[config.mk]
export PLATFORM = sky130hd
export DESIGN_NAME = motor_pwm
export DESIGN_NICKNAME = d
export VERILOG_FILES = /design/src/rtl/motor_pwm_pkg.sv /design/src/rtl/motor_pwm_timebase.sv /design/src/rtl/motor_pwm.sv
export SDC_FILE = /design/constraint.sdc
export NUM_CORES = 1
export LEC_CHECK = 0
export BUFFER_PORTS_ARGS = -buffer_cell sky130_fd_sc_hd__buf_2
export CAP_MARGIN = 20
export CORE_ASPECT_RATIO = 0.7
export CORE_MARGIN = 5
export CORE_UTILIZATION = 55
export DETAILED_ROUTE_END_ITERATION = 16
export PLACE_DENSITY = 0.75
export SKIP_CTS_REPAIR_TIMING = 1
export SYNTH_ARGS = -nofsm -noshare
export SYNTH_HDL_FRONTEND = slang
export SYNTH_SLANG_ARGS = --single-unit
[constraint.sdc]
create_clock -name clk -period 6.55 [get_ports clk]
set_input_delay 1.31 -clock clk [delete_from_list [all_inputs] [get_ports clk]]
set_output_delay 1.31 -clock clk [all_outputs]
set_load 0.05 [all_outputs]
[src/rtl/motor_pwm_pkg.sv]
// Shared constants for the motor PWM block: register map offsets, bit positions and write decode kinds.
package motor_pwm_pkg;

  localparam int CH_BASE     = 0;
  localparam int CTRL_EN_BIT = 0;

  typedef enum logic [1:0] {
    WR_NONE,
    WR_CHAN,
    WR_PERIOD,
    WR_CTRL
  } wr_kind_e;

  function automatic int period_addr(input int num_ch);
    return num_ch;
  endfunction

  function automatic int ctrl_addr(input int num_ch);
    return num_ch + 1;
  endfunction

  function automatic int dir_bit(input int cnt_w);
    return cnt_w;
  endfunction

endpackage

[src/rtl/motor_pwm_timebase.sv]
// Shared PWM timebase: prescaler, period counter and the tick/wrap strobes that drive shadow loading.
module motor_pwm_timebase #(
  parameter int CNT_W    = 16,
  parameter int PRESCALE = 50
) (
  input  logic             clk,
  input  logic             reset,
  input  logic             enable,
  input  logic [CNT_W-1:0] active_period,
  output logic [CNT_W-1:0] cnt,
  output logic             tick,
  output logic             wrap
);

  localparam int              PRE_W    = (PRESCALE > 1) ? $clog2(PRESCALE) : 1;
  localparam logic [PRE_W-1:0] PRE_LAST = PRE_W'(PRESCALE - 1);

  logic [PRE_W-1:0] presc_q, presc_d;
  logic [CNT_W-1:0] cnt_q, cnt_d;

  assign tick = enable && (presc_q == PRE_LAST);
  assign wrap = tick && (active_period != '0) && (cnt_q == (active_period - CNT_W'(1)));
  assign cnt  = cnt_q;

  // A zero period parks the counter at 0 so a later period write starts cleanly.
  always_comb begin
    presc_d = presc_q;
    cnt_d   = cnt_q;
    if (!enable) begin
      presc_d = '0;
      cnt_d   = '0;
    end else if (tick) begin
      presc_d = '0;
      if ((active_period == '0) || wrap) begin
        cnt_d = '0;
      end else begin
        cnt_d = cnt_q + CNT_W'(1);
      end
    end else begin
      presc_d = presc_q + PRE_W'(1);
    end
  end

  always_ff @(posedge clk) begin
    if (reset) begin
      presc_q <= '0;
      cnt_q   <= '0;
    end else begin
      presc_q <= presc_d;
      cnt_q   <= cnt_d;
    end
  end

endmodule

[src/rtl/motor_pwm.sv]
// Multi-channel motor PWM with period-aligned shadow registers and a write watchdog.
// Watchdog is built only when MOTOR_PWM_WATCHDOG_EN is defined; otherwise wdog_tripped is 0.
module motor_pwm
  import motor_pwm_pkg::*;
#(
  parameter int NUM_CH      = 8,
  parameter int CNT_W       = 16,
  parameter int PRESCALE    = 50,
  parameter int WDOG_CYCLES = 25_000_000,
  parameter int ADDR_W      = 4
) (
  input  logic              clk,
  input  logic              reset,
  input  logic              wr_en,
  input  logic [ADDR_W-1:0] wr_addr,
  input  logic [31:0]       wr_data,
  output logic [NUM_CH-1:0] pwm_out,
  output logic [NUM_CH-1:0] dir_out,
  output logic              wdog_tripped
);

  localparam int               DIR_BIT  = dir_bit(CNT_W);
  localparam logic [ADDR_W-1:0] PERIOD_A = ADDR_W'(period_addr(NUM_CH));
  localparam logic [ADDR_W-1:0] CTRL_A   = ADDR_W'(ctrl_addr(NUM_CH));

  logic [CNT_W-1:0]  duty_sh_q [NUM_CH];
  logic [CNT_W-1:0]  duty_sh_d [NUM_CH];
  logic [CNT_W-1:0]  duty_act_q [NUM_CH];
  logic [CNT_W-1:0]  duty_act_d [NUM_CH];
  logic [NUM_CH-1:0] dir_sh_q, dir_sh_d;
  logic [NUM_CH-1:0] dir_act_q, dir_act_d;
  logic [CNT_W-1:0]  period_sh_q, period_sh_d;
  logic [CNT_W-1:0]  period_act_q, period_act_d;
  logic              enable_q, enable_d;
  logic [NUM_CH-1:0] pwm_q, pwm_d;
  logic [NUM_CH-1:0] dir_q, dir_d;

  logic [CNT_W-1:0]  cnt;
  logic              tick;
  logic              wrap;
  logic              wdog_trip;
  logic              load_active;
  logic              run;
  wr_kind_e          wr_kind;
  logic              unused_wr_data;

  assign unused_wr_data = ^wr_data[31:DIR_BIT+1];

  motor_pwm_timebase #(
    .CNT_W    (CNT_W),
    .PRESCALE (PRESCALE)
  ) u_timebase (
    .clk           (clk),
    .reset         (reset),
    .enable        (enable_q),
    .active_period (period_act_q),
    .cnt           (cnt),
    .tick          (tick),
    .wrap          (wrap)
  );

  always_comb begin
    wr_kind = WR_NONE;
    if (wr_en) begin
      if (wr_addr < PERIOD_A) begin
        wr_kind = WR_CHAN;
      end else if (wr_addr == PERIOD_A) begin
        wr_kind = WR_PERIOD;
      end else if (wr_addr == CTRL_A) begin
        wr_kind = WR_CTRL;
      end
    end
  end

  always_comb begin
    duty_sh_d   = duty_sh_q;
    dir_sh_d    = dir_sh_q;
    period_sh_d = period_sh_q;
    enable_d    = enable_q;
    for (int i = 0; i < NUM_CH; i++) begin
      if ((wr_kind == WR_CHAN) && (wr_addr == ADDR_W'(CH_BASE + i))) begin
        duty_sh_d[i] = wr_data[CNT_W-1:0];
        dir_sh_d[i]  = wr_data[DIR_BIT];
      end
    end
    if (wr_kind == WR_PERIOD) begin
      period_sh_d = wr_data[CNT_W-1:0];
    end
    if (wr_kind == WR_CTRL) begin
      enable_d = wr_data[CTRL_EN_BIT];
    end
  end

  // Actives copy the pre-write shadow, so a write landing on a wrap waits one more period.
  assign load_active = !enable_q || wrap || (tick && (period_act_q == '0));

  always_comb begin
    duty_act_d   = duty_act_q;
    dir_act_d    = dir_act_q;
    period_act_d = period_act_q;
    if (load_active) begin
      duty_act_d   = duty_sh_q;
      dir_act_d    = dir_sh_q;
      period_act_d = period_sh_q;
    end
  end

  assign run = enable_q && (period_act_q != '0) && !wdog_trip;

  always_comb begin
    pwm_d = '0;
    for (int i = 0; i < NUM_CH; i++) begin
      pwm_d[i] = run && (cnt < duty_act_q[i]);
    end
    dir_d = dir_act_q;
  end

  always_ff @(posedge clk) begin
    if (reset) begin
      duty_sh_q    <= '{default: '0};
      duty_act_q   <= '{default: '0};
      dir_sh_q     <= '0;
      dir_act_q    <= '0;
      period_sh_q  <= '0;
      period_act_q <= '0;
      enable_q     <= 1'b0;
      pwm_q        <= '0;
      dir_q        <= '0;
    end else begin
      duty_sh_q    <= duty_sh_d;
      duty_act_q   <= duty_act_d;
      dir_sh_q     <= dir_sh_d;
      dir_act_q    <= dir_act_d;
      period_sh_q  <= period_sh_d;
      period_act_q <= period_act_d;
      enable_q     <= enable_d;
      pwm_q        <= pwm_d;
      dir_q        <= dir_d;
    end
  end

`ifdef MOTOR_PWM_WATCHDOG_EN
  localparam int              WD_W    = (WDOG_CYCLES > 1) ? $clog2(WDOG_CYCLES) : 1;
  localparam logic [WD_W-1:0] WD_LAST = WD_W'(WDOG_CYCLES - 1);

  logic [WD_W-1:0] wdog_cnt_q, wdog_cnt_d;
  logic            wdog_trip_q, wdog_trip_d;

  // Counter saturates at the trip point; any write, even to an unused address, rearms it.
  always_comb begin
    wdog_cnt_d  = wdog_cnt_q;
    wdog_trip_d = wdog_trip_q;
    if (wr_en) begin
      wdog_cnt_d  = '0;
      wdog_trip_d = 1'b0;
    end else if (wdog_cnt_q == WD_LAST) begin
      wdog_trip_d = 1'b1;
    end else begin
      wdog_cnt_d = wdog_cnt_q + WD_W'(1);
    end
  end

  always_ff @(posedge clk) begin
    if (reset) begin
      wdog_cnt_q  <= '0;
      wdog_trip_q <= 1'b0;
    end else begin
      wdog_cnt_q  <= wdog_cnt_d;
      wdog_trip_q <= wdog_trip_d;
    end
  end

  assign wdog_trip = wdog_trip_q;
`else
  logic unused_wdog_cfg;
  assign unused_wdog_cfg = (WDOG_CYCLES > 0);
  assign wdog_trip       = 1'b0;
`endif

  assign pwm_out      = pwm_q;
  assign dir_out      = dir_q;
  assign wdog_tripped = wdog_trip;

endmodule

Word level (Yosys, flattened, before mapping)
Cells that the tools add are included.

word-level totals
  bits of input ports = 39
  logic and storage cells = 94
  register bits after elaboration = 343
  output and inout bits = 17

operators by class
  reduce and logical (&&, ||, !) cells = 30
  muxes and demuxes = 5
  eq/ne operators = 14
  order comparisons = 9
  add/subtract/negate cells = 3
  bitwise operators = 1

operators with widths
  cell                     count
  $lt A16 B16 Y1           8
  $logic_and A1 B1 Y1      21
  $add A16 B1 Y16 const B  1
  $eq A16 B16 Y1           1
  $eq A4 B3 Y1 const B     4
  $logic_not A16 Y1        1
  $mux W16                 1
  $reduce_bool A16 Y1      1
  $sub A16 B1 Y16 const B  1
  $eq A4 B2 Y1 const B     2
  $eq A4 B4 Y1 const B     2
  $mux W2                  4
  $add A6 B1 Y6 const B    1
  $eq A6 B6 Y1 const B     1
  $eq A2 B2 Y1 const B     2
  $eq A4 B1 Y1 const B     1
  $logic_not A4 Y1         1
  $lt A4 B4 Y1 const B     1
  $logic_or A1 B1 Y1       3
  $reduce_or A3 Y1         1
  $eq A2 B1 Y1 const B     1
  $reduce_or A2 Y1         1
  $logic_not A1 Y1         1
  $not A1 Y1               1

Logic depth before layout (Yosys ltp)
  word-level depth = 7
  gate-level depth with buffers = 15
  mapped depth without buffers = 10

Modules after synthesis
A second synthesis with hierarchy kept.

second synthesis, totals
  cells, all modules = 2407
  area, all modules = 19057.0 µm²

by module, submodules not included
  module              cells each  instances  area each (µm²)  seq. area each (µm²)
  motor_pwm           2210        1          17392.9          6426.2
  motor_pwm_timebase  197         1          1664.1           440.4

Least setup slack after synthesis
OpenSTA, ideal clock, no wires.

  kind = input to register
  start point = input port wr_en
  end point = register duty_sh_q[21] in the netlist's numbering
  stages = 7
  arrival = 2760 ps
  setup slack = 3719 ps
  path buffers = 2
  cell sequence = nand2_1 > or2_2 > clkbuf_1 > nor3b_1 > clkbuf_1 > nand2_1 > a21oi_1

on the way
  longest elaborated chain between the ends = 3

ends and longest elaborated chain
  item                  line              source
  from (decl)           motor_pwm.sv:14   input logic wr_en,
  $mux W2               motor_pwm.sv:64   if (wr_en) begin
  $eq A2 B1 Y1          motor_pwm.sv:81   if ((wr_kind == WR_CHAN) && (wr_addr == ADDR_W'(CH_BASE + i))) begin
  $logic_and A1 B1 Y1   motor_pwm.sv:81
  to (signal assigned)  motor_pwm.sv:130  duty_sh_q <= duty_sh_d;
  to (decl)             motor_pwm.sv:26   logic [CNT_W-1:0] duty_sh_q [NUM_CH];

Every way passes these cells.
A chain may end at the register's enable or synchronous reset.

Worst setup path after layout
  start point = register u_timebase.cnt_q[6], in the netlist u_timebase.cnt[6]
  end point = register duty_act_q[73] in the netlist's numbering

on the way
  longest elaborated chain between the ends = 4

ends and longest elaborated chain
  item                              line                      source
  from (decl)                       motor_pwm_timebase.sv:19  logic [CNT_W-1:0] cnt_q, cnt_d;
  from (signal assigned)            motor_pwm_timebase.sv:50  cnt_q <= cnt_d;
  $eq A16 B16 Y1                    motor_pwm_timebase.sv:22  assign wrap = tick && (active_period != '0) && (cnt_q == (active_period - CNT_W'(1)));
  $logic_and A1 B1 Y1               motor_pwm_timebase.sv:22
  $logic_or A1 B1 Y1 (2 in series)  motor_pwm.sv:95           assign load_active = !enable_q || wrap || (tick && (period_act_q == '0));
  to (signal assigned)              motor_pwm.sv:131          duty_act_q <= duty_act_d;
  to (decl)                         motor_pwm.sv:28           logic [CNT_W-1:0] duty_act_q [NUM_CH];

Every way passes these cells.

==> impl_results.md <==
- Min-delay src: dir_sh_q[7]
- FP Rows: 53
- Sw frac: approximately 22%
- Initial DRT Pass Iterations: 5
- Final WL: 40.1 mm
- TNS Setup: 0 ns
- Final Skew: 0.0237 ns
- Netlist cell types: 48
- Seq/Total Area, Yosys: between 40 and 50%
- Gr ovfl total: 0
- Nets: 2,074
- Final Instance Count excl. Fillers: 2,347
- Reg-to-reg endpoint: duty_act_q[73]
- GP Congestion: 0.846
- Syn Area/Cell: roughly 8.7 sq um
- Initial DRC Count: between 1,000 and 1,500
- DRC: 0
- Largest net degree at the start of global routing: ~300
- Vias in the first global route: 11,900
- Yosys warns: 0
- Root Driver: clkbuf_16
- Clk pwr share: a little under half
- Post-synth ARST share: 0%
- Max-cap viol count: 0
- CP Launch Type: flop
- Clock tree buffer depth: 3
- Reg2reg setup slack: about 2.6 ns
- CTS tree: done
- Clock Pin Slew Worst Setup and Hold Paths: approximately 0.070 ns
- Worst hold path depth: 2
- End of the worst hold path: dir_sh_q[7]
- Worst ir drop on vdd: 0.197 mV
- Synthesized net count: 2,112
- Routed Antenna Nets: 0
- HP Class: reg -> reg
- Post-Place Cells: 2,285
- Die Span Y: ~160 microns
- Fillers: approximately 2,600
- Status: finished clean
- First-pass GRT wire length: 63.6 mm
- Most frequent cells in the layout: dfxtp_1, nand2_1, nand2b_1, a21oi_1, mux2i_1
- Total GRT Usage: about a quarter
- CP Class: reg -> reg
- Share of cells above drive strength 1: 5.90%
- DR vias: roughly 13,000
- Via density: 5.41
- Req. time, crit path: approximately 7 ns
- Worst-path fanout max: just under 100
- Final Setup Violations: 0
- Full die area: between 30,000 and 40,000 sq um
- CTS sink count: around 340
- Comb pwr share: under 10%
- Core footprint: 30,200 sq um
- Utilization after layout: about three fifths
- Total CTS buffers: 35
- H-tree Lvls: 2
- Routed WL per cell: 17.1 microns
- Area of the multi-input gates: 9050 sq um
- Fmax: 254 MHz
- Tot Pwr: between 4000 and 5000 uW
- Reg2Reg Depth: 9
- Leak: 0.00651 uW
- Reg2reg start: u_timebase.cnt[6]
- Initial core utilization: between 50% and 60%
- Fin crit period: 3.94 ns
- Switch Pwr: about 950 uW
- Clock latency on the worst-skew pair: roughly 0.53 ns
- Mapped Cells: 1,948
- PD cells: approximately 240 nW/um^2
- Worst EP arrival: between 4 and 5 ns
- Crit. End Element: flop
- Area Overhead vs Synth: 8.54%
- Most common cell after layout, fill and taps aside: dfxtp_1
- Internal power: approximately 3400 uW
- # IOs: 56
- Period utilization: around three fifths
- # port buffers: 39
- DIE WIDTH: approximately 220 microns
- Antenna violations before repair: 2
- Post-synth EDFFs: 0
- Max-slew violations: 0
- Seq cells post-synth: 343
- DPL Wire Length: ~24 mm
- Flop pwr share: about half
- Slew Limit Headroom: between 10% and 20%
- Final Hold Vio Count: 0
- Register Area: between 6000 and 7000 sq um
- Mapped Area: around 17,000 sq um
- Unrepaired setup endpoints after global routing: no
- Worst-Margin Slew: between 1 and 1.5 ns
- Synth Flop Type: dfxtp_1
==> synth_stat cells, types with 11 or more instances <==
master / count / area, sq um
nor2_1: 32 / 120
dfxtp_1: 343 / 6870
xor2_1: 21 / 184
clkbuf_1: 99 / 372
xnor2_1: 20 / 175
buf_2: 11 / 55.1
a21oi_1: 181 / 906
mux2i_1: 144 / 1440
nand2_1: 325 / 1220
nor2b_1: 19 / 119
nand4_1: 14 / 87.6
ha_1: 125 / 1560
inv_1: 124 / 465
nand2b_1: 301 / 1880
a21o_1: 56 / 420
o21ai_0: 11 / 55.1
nand3_1: 25 / 125
==> worst max-delay path: stages, from the launching register on <==
cell	delay (ns)
dfxtp_1	1.03
xnor2_1	0.15
and4b_1	0.22
a41oi_1	0.16
nand2_1	0.09
o211ai_1	0.09
or4_1	0.23
o211a_4	0.79
buf_12	0.55
mux2i_1	0.28
==> metrics by stage <==
stage	hold WS [ns]	worst slack, ns	instance area [sq um]
2_1_floorplan	0.432	3.72	16900
3_3_place_gp	0.438	2.82	17200
3_5_place_dp	0.444	2.75	17200
4_1_cts	0.453	2.71	18300
5_1_grt	0.466	2.42	18300
6_report	0.450	2.61	18300
==> power by group through the flow <==
stage | registers, uW | logic [uW] | clock network [uW]
after detailed placement | 2160 | 183 | 0
after CTS | 2110 | 183 | 2050
after floorplan | 2160 | 134 | 0
after global placement | 2160 | 180 | 0
after global routing | 2120 | 200 | 2140
final | 2110 | 185 | 2020
==> how the worst max path moves through the flow <==
stage,from,to,slack [ns]
floorplan,wr_en,duty_sh_q[21],3.72
global placement,u_timebase.cnt[6],duty_act_q[61],2.82
detailed placement,u_timebase.cnt[6],duty_act_q[43],2.75
CTS,u_timebase.cnt[6],duty_act_q[61],2.71
global route,period_act_q[2],duty_act_q[61],2.42
finish,u_timebase.cnt[6],duty_act_q[73],2.61
==> per-layer routing <==
layer / GRT usage, % / vias up / share of wire [%]
met1: 31.9 / 5990 / 47
met2: 37.1 / 308 / 45
li1: - / 6318 / -
met4: 9.23 / 0 / 3.8
met5: 0 / - / 0
met3: 3.58 / 91 / 4.9
==> cells by family (layout without fill, tap and decap cells) <==
kind of cell / count (synthesis) / count (layout) / synth area share, %
multiplexers: 153 / 153 / 9.14
adder cells (fa/ha/maj): 125 / 125 / 9.27
XOR/XNOR: 41 / 41 / 2.13
other: 1 / 3 / 0.0222
buffers and inverters: 243 / 228 / 5.83
flip-flops: 343 / 343 / 40.7
AO/OA/AOI/OAI: 283 / 283 / 9.89
AND/OR/NAND/NOR: 759 / 759 / 23.0
==> layout make-up <==
| class | instances | share of cell area [%] |
|---|---|---|
| clock inverter | 7 | 0.464 |
| antenna | 2 | 0.0273 |
| clock buffer | 53 | 5.82 |
| sequential | 343 | 37.5 |
| timing repair buffer | 44 | 1.46 |
| tap | 412 | 2.81 |
| multi-input combinational | 1362 | 49.4 |
| inverter | 124 | 2.54 |
==> flip-flops by register name (all words and copies together) (netlist names) <==
register,count
dir_act_q,8
u_timebase.cnt,16
period_act_q,16
period_sh_q,16
dir_sh_q,8
dir_out,8
pwm_out,8
duty_sh_q,128
enable_q,1
u_timebase.presc_q,6
duty_act_q,128
(Power assumes the default switching activity.)
